==> config.mk <==
export PLATFORM = sky130hd
export DESIGN_NAME = serial_add_sub
export DESIGN_NICKNAME = d
export VERILOG_FILES = /design/src/rtl/serial_add_sub.sv
export SDC_FILE = /design/constraint.sdc
export NUM_CORES = 1
export LEC_CHECK = 0
export ABC_AREA = 1
export ABC_CLOCK_PERIOD_IN_PS = 6000
export CORE_UTILIZATION = 55
export DETAILED_ROUTE_END_ITERATION = 10
export GPL_TIMING_DRIVEN = 0
export HOLD_SLACK_MARGIN = 0.03
export PLACE_DENSITY_LB_ADDON = 0.25
export SLEW_MARGIN = 20
export SYNTH_ARGS = -nofsm -noshare
export SYNTH_HDL_FRONTEND = slang
export SYNTH_SLANG_ARGS = --single-unit
==> constraint.sdc <==
create_clock -name CLK -period 6 [get_ports CLK]
set_input_delay 0.6 -clock CLK [delete_from_list [all_inputs] [get_ports CLK]]
set_output_delay 0.6 -clock CLK [all_outputs]
set_load 0.005 [all_outputs]
==> src/rtl/serial_add_sub.sv <==
// serial_add_sub: bit-serial adder/subtractor built around one full-adder slice.
// Operands are consumed one bit per clock, LSB first. The slice carry-out is
// registered and becomes the next cycle's carry-in. A DATA_WIDTH-bit operation
// takes DATA_WIDTH cycles in RUN, followed by one FIN cycle that pulses DONE.
//
// Ports:
//   CLK     in   rising-edge clock
//   RST     in   asynchronous active-high reset
//   START   in   operation request, sampled only in IDLE
//   SUB     in   0 = A+B, 1 = A-B (captured with START)
//   OP_A    in   operand A (captured with START)
//   OP_B    in   operand B (captured with START)
//   BUSY    out  high while bits are being processed
//   DONE    out  one-cycle completion pulse
//   RESULT  out  sum/difference, held until the next capture
//   CO      out  final carry-out of the MSB slice (SUB: 1 = no borrow)
//   OVF     out  signed overflow (carry into MSB XOR carry out of MSB)
//   ZERO    out  result-is-zero flag, present only with SERIAL_ADD_SUB_ZERO_FLAG_EN
//
// Optional feature macro: SERIAL_ADD_SUB_ZERO_FLAG_EN

module serial_add_sub #(
    parameter int unsigned DATA_WIDTH = 32,
    parameter int unsigned CNT_WIDTH  = 6
) (
    input  logic                  CLK,
    input  logic                  RST,
    input  logic                  START,
    input  logic                  SUB,
    input  logic [DATA_WIDTH-1:0] OP_A,
    input  logic [DATA_WIDTH-1:0] OP_B,
    output logic                  BUSY,
    output logic                  DONE,
    output logic [DATA_WIDTH-1:0] RESULT,
    output logic                  CO,
`ifdef SERIAL_ADD_SUB_ZERO_FLAG_EN
    output logic                  OVF,
    output logic                  ZERO
`else
    output logic                  OVF
`endif
);

    typedef enum logic [1:0] {StIdle, StRun, StFin} state_e;

    state_e state_q, state_d;

    logic [DATA_WIDTH-1:0] sa_q, sa_d;
    logic [DATA_WIDTH-1:0] sb_q, sb_d;
    logic [DATA_WIDTH-1:0] result_q, result_d;
    logic [CNT_WIDTH-1:0]  cnt_q, cnt_d;
    logic                  carry_q, carry_d;
    logic                  co_q, co_d;
    logic                  ovf_q, ovf_d;

    logic capture;
    logic last_bit;

    // Full-adder bit-slice.
    logic fa_a, fa_b, fa_ci, fa_s, fa_co;

    assign fa_a  = sa_q[0];
    assign fa_b  = sb_q[0];
    assign fa_ci = carry_q;
    assign fa_s  = fa_a ^ fa_b ^ fa_ci;
    assign fa_co = (fa_a & fa_b) | (fa_ci & (fa_a ^ fa_b));

    assign capture  = (state_q == StIdle) && START;
    assign last_bit = (cnt_q == CNT_WIDTH'(DATA_WIDTH - 1));

    // ------------------------------------------------------------------
    // FSM: state register
    // ------------------------------------------------------------------
    always_ff @(posedge CLK or posedge RST) begin
        if (RST) begin
            state_q <= StIdle;
        end else begin
            state_q <= state_d;
        end
    end

    // FSM: next-state logic
    always_comb begin
        state_d = state_q;
        unique case (state_q)
            StIdle:  if (START) state_d = StRun;
            StRun:   if (last_bit) state_d = StFin;
            StFin:   state_d = StIdle;
            default: state_d = StIdle;
        endcase
    end

    // FSM: outputs
    always_comb begin
        BUSY = 1'b0;
        DONE = 1'b0;
        unique case (state_q)
            StRun:   BUSY = 1'b1;
            StFin:   DONE = 1'b1;
            default: ;
        endcase
    end

    // ------------------------------------------------------------------
    // Datapath
    // ------------------------------------------------------------------
    always_comb begin
        sa_d     = sa_q;
        sb_d     = sb_q;
        result_d = result_q;
        cnt_d    = cnt_q;
        carry_d  = carry_q;
        co_d     = co_q;
        ovf_d    = ovf_q;
        if (capture) begin
            sa_d     = OP_A;
            // Subtraction as A + ~B + 1: the +1 enters as the initial carry.
            sb_d     = SUB ? ~OP_B : OP_B;
            carry_d  = SUB;
            cnt_d    = '0;
            result_d = '0;
            co_d     = 1'b0;
            ovf_d    = 1'b0;
        end else if (state_q == StRun) begin
            result_d = {fa_s, result_q[DATA_WIDTH-1:1]};
            sa_d     = {1'b0, sa_q[DATA_WIDTH-1:1]};
            sb_d     = {1'b0, sb_q[DATA_WIDTH-1:1]};
            carry_d  = fa_co;
            cnt_d    = cnt_q + CNT_WIDTH'(1);
            if (last_bit) begin
                co_d  = fa_co;
                // Carry into the MSB slice is the current carry FF.
                ovf_d = fa_co ^ carry_q;
            end
        end
    end

    always_ff @(posedge CLK or posedge RST) begin
        if (RST) begin
            sa_q     <= '0;
            sb_q     <= '0;
            result_q <= '0;
            cnt_q    <= '0;
            carry_q  <= 1'b0;
            co_q     <= 1'b0;
            ovf_q    <= 1'b0;
        end else begin
            sa_q     <= sa_d;
            sb_q     <= sb_d;
            result_q <= result_d;
            cnt_q    <= cnt_d;
            carry_q  <= carry_d;
            co_q     <= co_d;
            ovf_q    <= ovf_d;
        end
    end

    assign RESULT = result_q;
    assign CO     = co_q;
    assign OVF    = ovf_q;

`ifdef SERIAL_ADD_SUB_ZERO_FLAG_EN
    // Zero detect is tracked serially: a sticky flag records any 1 sum bit.
    logic nz_q, nz_d;
    logic zero_q, zero_d;

    always_comb begin
        nz_d   = nz_q;
        zero_d = zero_q;
        if (capture) begin
            nz_d   = 1'b0;
            zero_d = 1'b0;
        end else if (state_q == StRun) begin
            nz_d = nz_q | fa_s;
            if (last_bit) begin
                zero_d = ~(nz_q | fa_s);
            end
        end
    end

    always_ff @(posedge CLK or posedge RST) begin
        if (RST) begin
            nz_q   <= 1'b0;
            zero_q <= 1'b0;
        end else begin
            nz_q   <= nz_d;
            zero_q <= zero_d;
        end
    end

    assign ZERO = zero_q;
`endif

endmodule

=== After elaboration in Yosys (flattened, before gate mapping) ===
Index checks and enable logic that the tools add are counted.

* Register bits: 107
* Output and inout bits: 36
* Input bits: 68

* Bitwise logic cells: 7
* Add/subtract/negate cells: 1
* Mux-type cells: 22
* Reduce and logical (&&, ||, !) cells: 6
* Eq/ne operators: 5

{| class="wikitable"
|+ Operators with widths
! cell !! count
|-
| 32-bit 2-to-1 mux || 7
|-
| 32-bit inverter || 1
|-
| 6-bit 2-to-1 mux || 2
|-
| 1-bit 2-to-1 mux || 10
|-
| 6-bit by 1-bit adder with 6-bit output (second input constant) || 1
|-
| 6-bit by 5-bit == test with 1-bit output (second input constant) || 1
|-
| 2-bit 2-to-1 mux || 2
|-
| 2-bit != test (second input constant) || 2
|-
| 2-bit one-hot mux with 2 select lines || 1
|-
| 2-bit AND reduction || 2
|-
| 2-bit nonzero test || 2
|-
| 1-bit bitwise XOR || 3
|-
| 1-bit bitwise AND || 2
|-
| 2-bit by 1-bit == test with 1-bit output (second input constant) || 1
|-
| 2-bit == test (second input constant) || 1
|-
| 2-bit logical NOT || 1
|-
| 1-bit logical AND || 1
|-
| 1-bit OR || 1
|}

=== Longest topological paths before layout ===
* Depth in word-level cells: 7
* Gate-level depth with buffers: 8
* Mapped depth without buffers: 7

=== Least setup slack after synthesis ===
OpenSTA, ideal clock, no wires.

* Path type: input-to-reg
* From: input port SUB
* To: register sb_q[10]
* Required time: 5.877 ns
* Path slack: 4.587 ns
* Arrival time: 1.290 ns
* Stages: 5
* Path buffers: 2
* Cell sequence: buf_2 buf_2 xor2_1 o21ai_0 nand2_1

* Longest elaborated chain between the ends: 2

{| class="wikitable"
|+ Ends and longest elaborated chain
! item !! RTL line !! source
|-
| start: declaration || 29 || <nowiki>input logic SUB,</nowiki>
|-
| 32-bit 2-to-1 mux || 118 || <nowiki>sb_d = SUB ? ~OP_B : OP_B;</nowiki>
|-
| 32-bit 2-to-1 mux || 115 || <nowiki>if (capture) begin</nowiki>
|-
| end signal: assignment || 141 || <nowiki>sb_q <= '0;</nowiki>
|-
| end signal: assignment || 149 || <nowiki>sb_q <= sb_d;</nowiki>
|-
| end: declaration || 49 || <nowiki>logic [DATA_WIDTH-1:0] sb_q, sb_d;</nowiki>
|}

Every way passes these cells.
A chain may end at the register's enable or synchronous reset.

=== Worst setup path after layout ===
* From: register state_q[0]
* To: output port BUSY

* Longest elaborated chain between the ends: 2

{| class="wikitable"
|+ Ends and longest elaborated chain
! item !! RTL line !! source
|-
| start: declaration || 46 || <nowiki>state_e state_q, state_d;</nowiki>
|-
| start signal: assignment || 76 || <nowiki>state_q <= StIdle;</nowiki>
|-
| start signal: assignment || 78 || <nowiki>state_q <= state_d;</nowiki>
|-
| 2-bit by 1-bit == test with 1-bit output || 97 || <nowiki>unique case (state_q)</nowiki>
|-
| 1-bit 2-to-1 mux || 97 ||
|-
| end: declaration || 32 || <nowiki>output logic BUSY,</nowiki>
|}

Every way passes these cells.

==> metrics.log <==
INFO  metric port_buffers = 102
INFO  metric gp_routability_congestion = 0.809
INFO  metric worstReg2RegEnd = sa_q[3]
INFO  metric share_seq_of_total_power = 48.1%
INFO  metric critical_path_depth = 4
INFO  metric drive_gt1_share = between 10% and 20%
INFO  metric start_util = 57.3%
INFO  metric max-clock-path-buffers = 2
INFO  metric reg2reg_depth = 6
INFO  metric wl = 10.9 mm
INFO  metric design.core.area = 8810 um2
INFO  metric crit_fanout = 10
INFO  metric portion_of_total_power_attributed_to_combinational_logic = around a third
INFO  metric outcome = complete, but fails checks
INFO  metric grt.overflow.total = 0
INFO  metric syn-mean-instance-area = 8.64 um2
INFO  metric yosysTopAreaCellShare = approximately 53%
INFO  metric synth_area_leaders = sky130_fd_sc_hd__dfrtp_1 53%, sky130_fd_sc_hd__nand2_1 17%, sky130_fd_sc_hd__xor2_1 5.4%, sky130_fd_sc_hd__o22ai_1 3.8%, sky130_fd_sc_hd__inv_1 3.2%
INFO  metric share_of_total_power_in_the_clock_network = between 15 and 20%
INFO  metric worst-endpoint-arrival = 1.90 ns
INFO  metric critical-path-top-delay-family = buffers and inverters
INFO  metric cts_post_setup_buffers_inserted = 0
INFO  metric period_minus_slack = 2.50 ns
INFO  metric commonest_non_fill_non_tap_cells_in_the_layout = 229 x sky130_fd_sc_hd__nand2_1, 107 x sky130_fd_sc_hd__dfrtp_1, 102 x sky130_fd_sc_hd__clkdlybuf4s50_1
INFO  metric synth_warnings = 0
INFO  metric final.period_utilization = a little over two fifths
INFO  metric synth.ff_latch_count = 107
INFO  metric worst_margin_pin_slew = 0.456 ns
INFO  metric power.density_cell_area = ~370 nW/um2
INFO  metric fin_skew = 0.0104 ns
INFO  metric vdd_ir_drop_max = 0.000158 V
INFO  metric min_delay_worst_endpoint = sa_q[31]
INFO  metric total_via_count_after_detailed_routing = 4187
INFO  metric detailedRoute.firstIterationViolations = 280
INFO  metric critical_path.cell_chain = inv_2, nor2_4, buf_2, clkdlybuf4s50_1
INFO  metric max_stage_delay = 0.53 ns
INFO  metric wl_per_cell = 13.4 um
INFO  metric worst-r2r-setup-slack = 4.56 ns
INFO  metric cts_hold_repair.buffers = 0
INFO  metric min_from = sa_q[31]
INFO  metric die_y = 97.8 um
INFO  metric track_usage = 24.5%
INFO  metric holdCritPathClass = flop to flop
INFO  metric cpMaxStageDelayCell = sky130_fd_sc_hd__clkdlybuf4s50_1
INFO  metric post_cts_resize_count = 0
INFO  metric htree_levels = 3
INFO  metric detailedPlace.worstSlack = about 3.9 ns
INFO  metric post-route-drc-count = 12
INFO  metric net_switching_share_of_the_total_power = between 30% and 40%
INFO  metric startpoint_of_the_worst_slack_reg_to_reg_timing_path = state_q[1]
INFO  metric grt_antenna_before_repair = 0
INFO  metric worstSetupEndpointType = primary output
INFO  metric netSwitchingPower = around 800 uW
INFO  metric tritoncts = built
INFO  metric tritoncts_buffers = 9
INFO  metric cts_num_sinks = ~110
INFO  metric number_of_hold_violations_in_the_final_report = 0
INFO  metric violations = design-rule violations
INFO  metric vias_per_cell = just over 5
INFO  metric hold-path-cell-count = 2
INFO  metric fill_cells = 679
INFO  metric critical_path.n_buffers_inverters = 3
INFO  metric p_int = 1.53 mW
INFO  metric post_synth_num_cell_types = 24
INFO  metric die_width = 97.8 um
INFO  metric max-slew-margin-rel = 69.6%
INFO  metric total_leakage_power = ~3.2 nW
INFO  metric grt_pass1_wl = 18.8 mm
INFO  metric area_growth = 27.2%
INFO  metric criticalPathCategory = flop to primary output
INFO  metric syn_area = just over 5000 um2
INFO  metric required = 5.40 ns
INFO  metric clock-root-buffer = sky130_fd_sc_hd__clkbuf_8
INFO  metric grt_pass1_vias = 4099
INFO  metric clk_pin_slew = 0.10 ns
INFO  metric antenna_left = 0
INFO  metric place.detailed.hpwl = 7.73 mm
INFO  metric unrepaired_setup_endpoints_after_global_routing = false
INFO  metric placementRows = 34
INFO  metric net_count_after_synthesis = 654
INFO  metric yosysTopAreaCell = sky130_fd_sc_hd__dfrtp_1
INFO  metric maxSlewViolCount = 0
INFO  metric num_antenna_cells = 0
INFO  metric most_frequent_standard_cell_in_the_layout_excluding_fill_and_tap_cells = sky130_fd_sc_hd__nand2_1
INFO  metric start_kind = flop
INFO  metric dr.pass1.iters = 8
INFO  metric max-cap-violations = 0
INFO  metric final.setup.worst_slack = 3.50 ns
INFO  metric synth_sequential_area_ratio = about 53%
INFO  metric top_level_i_o_count = between 100 and 150
INFO  metric finalSetupViolCount = 0
INFO  metric grt_start_max_net_pins = 60
INFO  metric dieArea = roughly 9600 um2
INFO  metric max_clock_freq = 399 MHz
INFO  metric synthCells = 584
INFO  metric summed_negative_setup_slack_over_all_endpoints = 0 ns
INFO  metric insertion_delay = 0.37 ns
INFO  metric num-nets-final = 768
[cell families after synthesis]
group           Yosys count  share of synthesized area (%)
buf+inv                  80                           8.08
xor+xnor                 32                           5.55
flops                   107                           53.1
compound gates           71                           7.91
simple gates            292                           24.7
fa+ha+maj                 2                          0.645
[state kept, by name, indices dropped and copies added, names as in the netlist]
register and flops:
state_q 2, carry_q 1, CO 1, sa_q 32, OVF 1, RESULT 32
sb_q 32, cnt_q 6
[Yosys cell counts, drive strengths merged]
cell    instances
xnor2           1
nand2         241
xor2           31
inv            47
a21oi           1
o22ai          31
ha              1
clkbuf          5
buf            28
nor2           11
nand3          40
dfrtp         107
o21ai          37
fa              1
o211ai          2
[routing by layer]
| metal | wire (um) | track usage, % | part of all wire [%] | vias to the layer above |
|---|---|---|---|---|
| li1 | - | - | - | 2073 |
| met1 | 4880 | 32.6 | 45 | 1988 |
| met2 | 5400 | 41.8 | 50 | 113 |
| met3 | 485 | 4.22 | 4.5 | 13 |
| met4 | 114 | 6.53 | 1.0 | 0 |
| met5 | 0 | 0 | 0 | - |
[area by class of cell]
cell class | instances | area, um2 | share of cell area (%)
plain buffers | 33 | 231 | 3.61
clock buffers | 10 | 138 | 2.14
clock inverters | 6 | 45.0 | 0.702
inverters | 47 | 181 | 2.83
multi-input cells | 397 | 1960 | 30.6
flip-flops and latches | 107 | 2680 | 41.7
well taps | 108 | 135 | 2.11
repair buffers | 103 | 1050 | 16.3
[through the flow]
step           instances  utilization [%]  power (mW)  area (um2)  hold slack, ns
2_1_floorplan        584                -        1.62        5050           0.442
6_report             811             72.9        2.34        6420           0.483
3_3_place_gp         794             70.4        1.88        6200           0.457
4_1_cts              811             72.9        2.35        6420           0.482
5_1_grt              811             72.9        2.51        6420           0.519
3_5_place_dp         795             70.8        1.93        6230           0.459
[tightest hold or removal path: cells and delay by family (launching register included)]
family | cells | cell delay, ns
flip-flops | 1 | 0.36
AND/OR/NAND/NOR | 2 | 0.10
[power by group through the flow]
stage / logic [mW] / clock network [mW] / registers (mW)
after floorplan: 0.505 / 0 / 1.11
after global placement: 0.757 / 0 / 1.13
after detailed placement: 0.794 / 0 / 1.14
after CTS: 0.801 / 0.426 / 1.13
after global routing: 0.894 / 0.457 / 1.16
final: 0.794 / 0.422 / 1.13
[how the worst max path moves through the flow]
stage                     slack (ns)       start      end
final                           3.50  state_q[0]     BUSY
after global routing            3.38  state_q[0]     BUSY
after CTS                       3.46  state_q[0]     BUSY
after detailed placement        3.87  state_q[0]     BUSY
after global placement          1.11         RST  sa_q[4]
after floorplan                 2.58         RST       CO
Power figures use the tool's default switching activity.
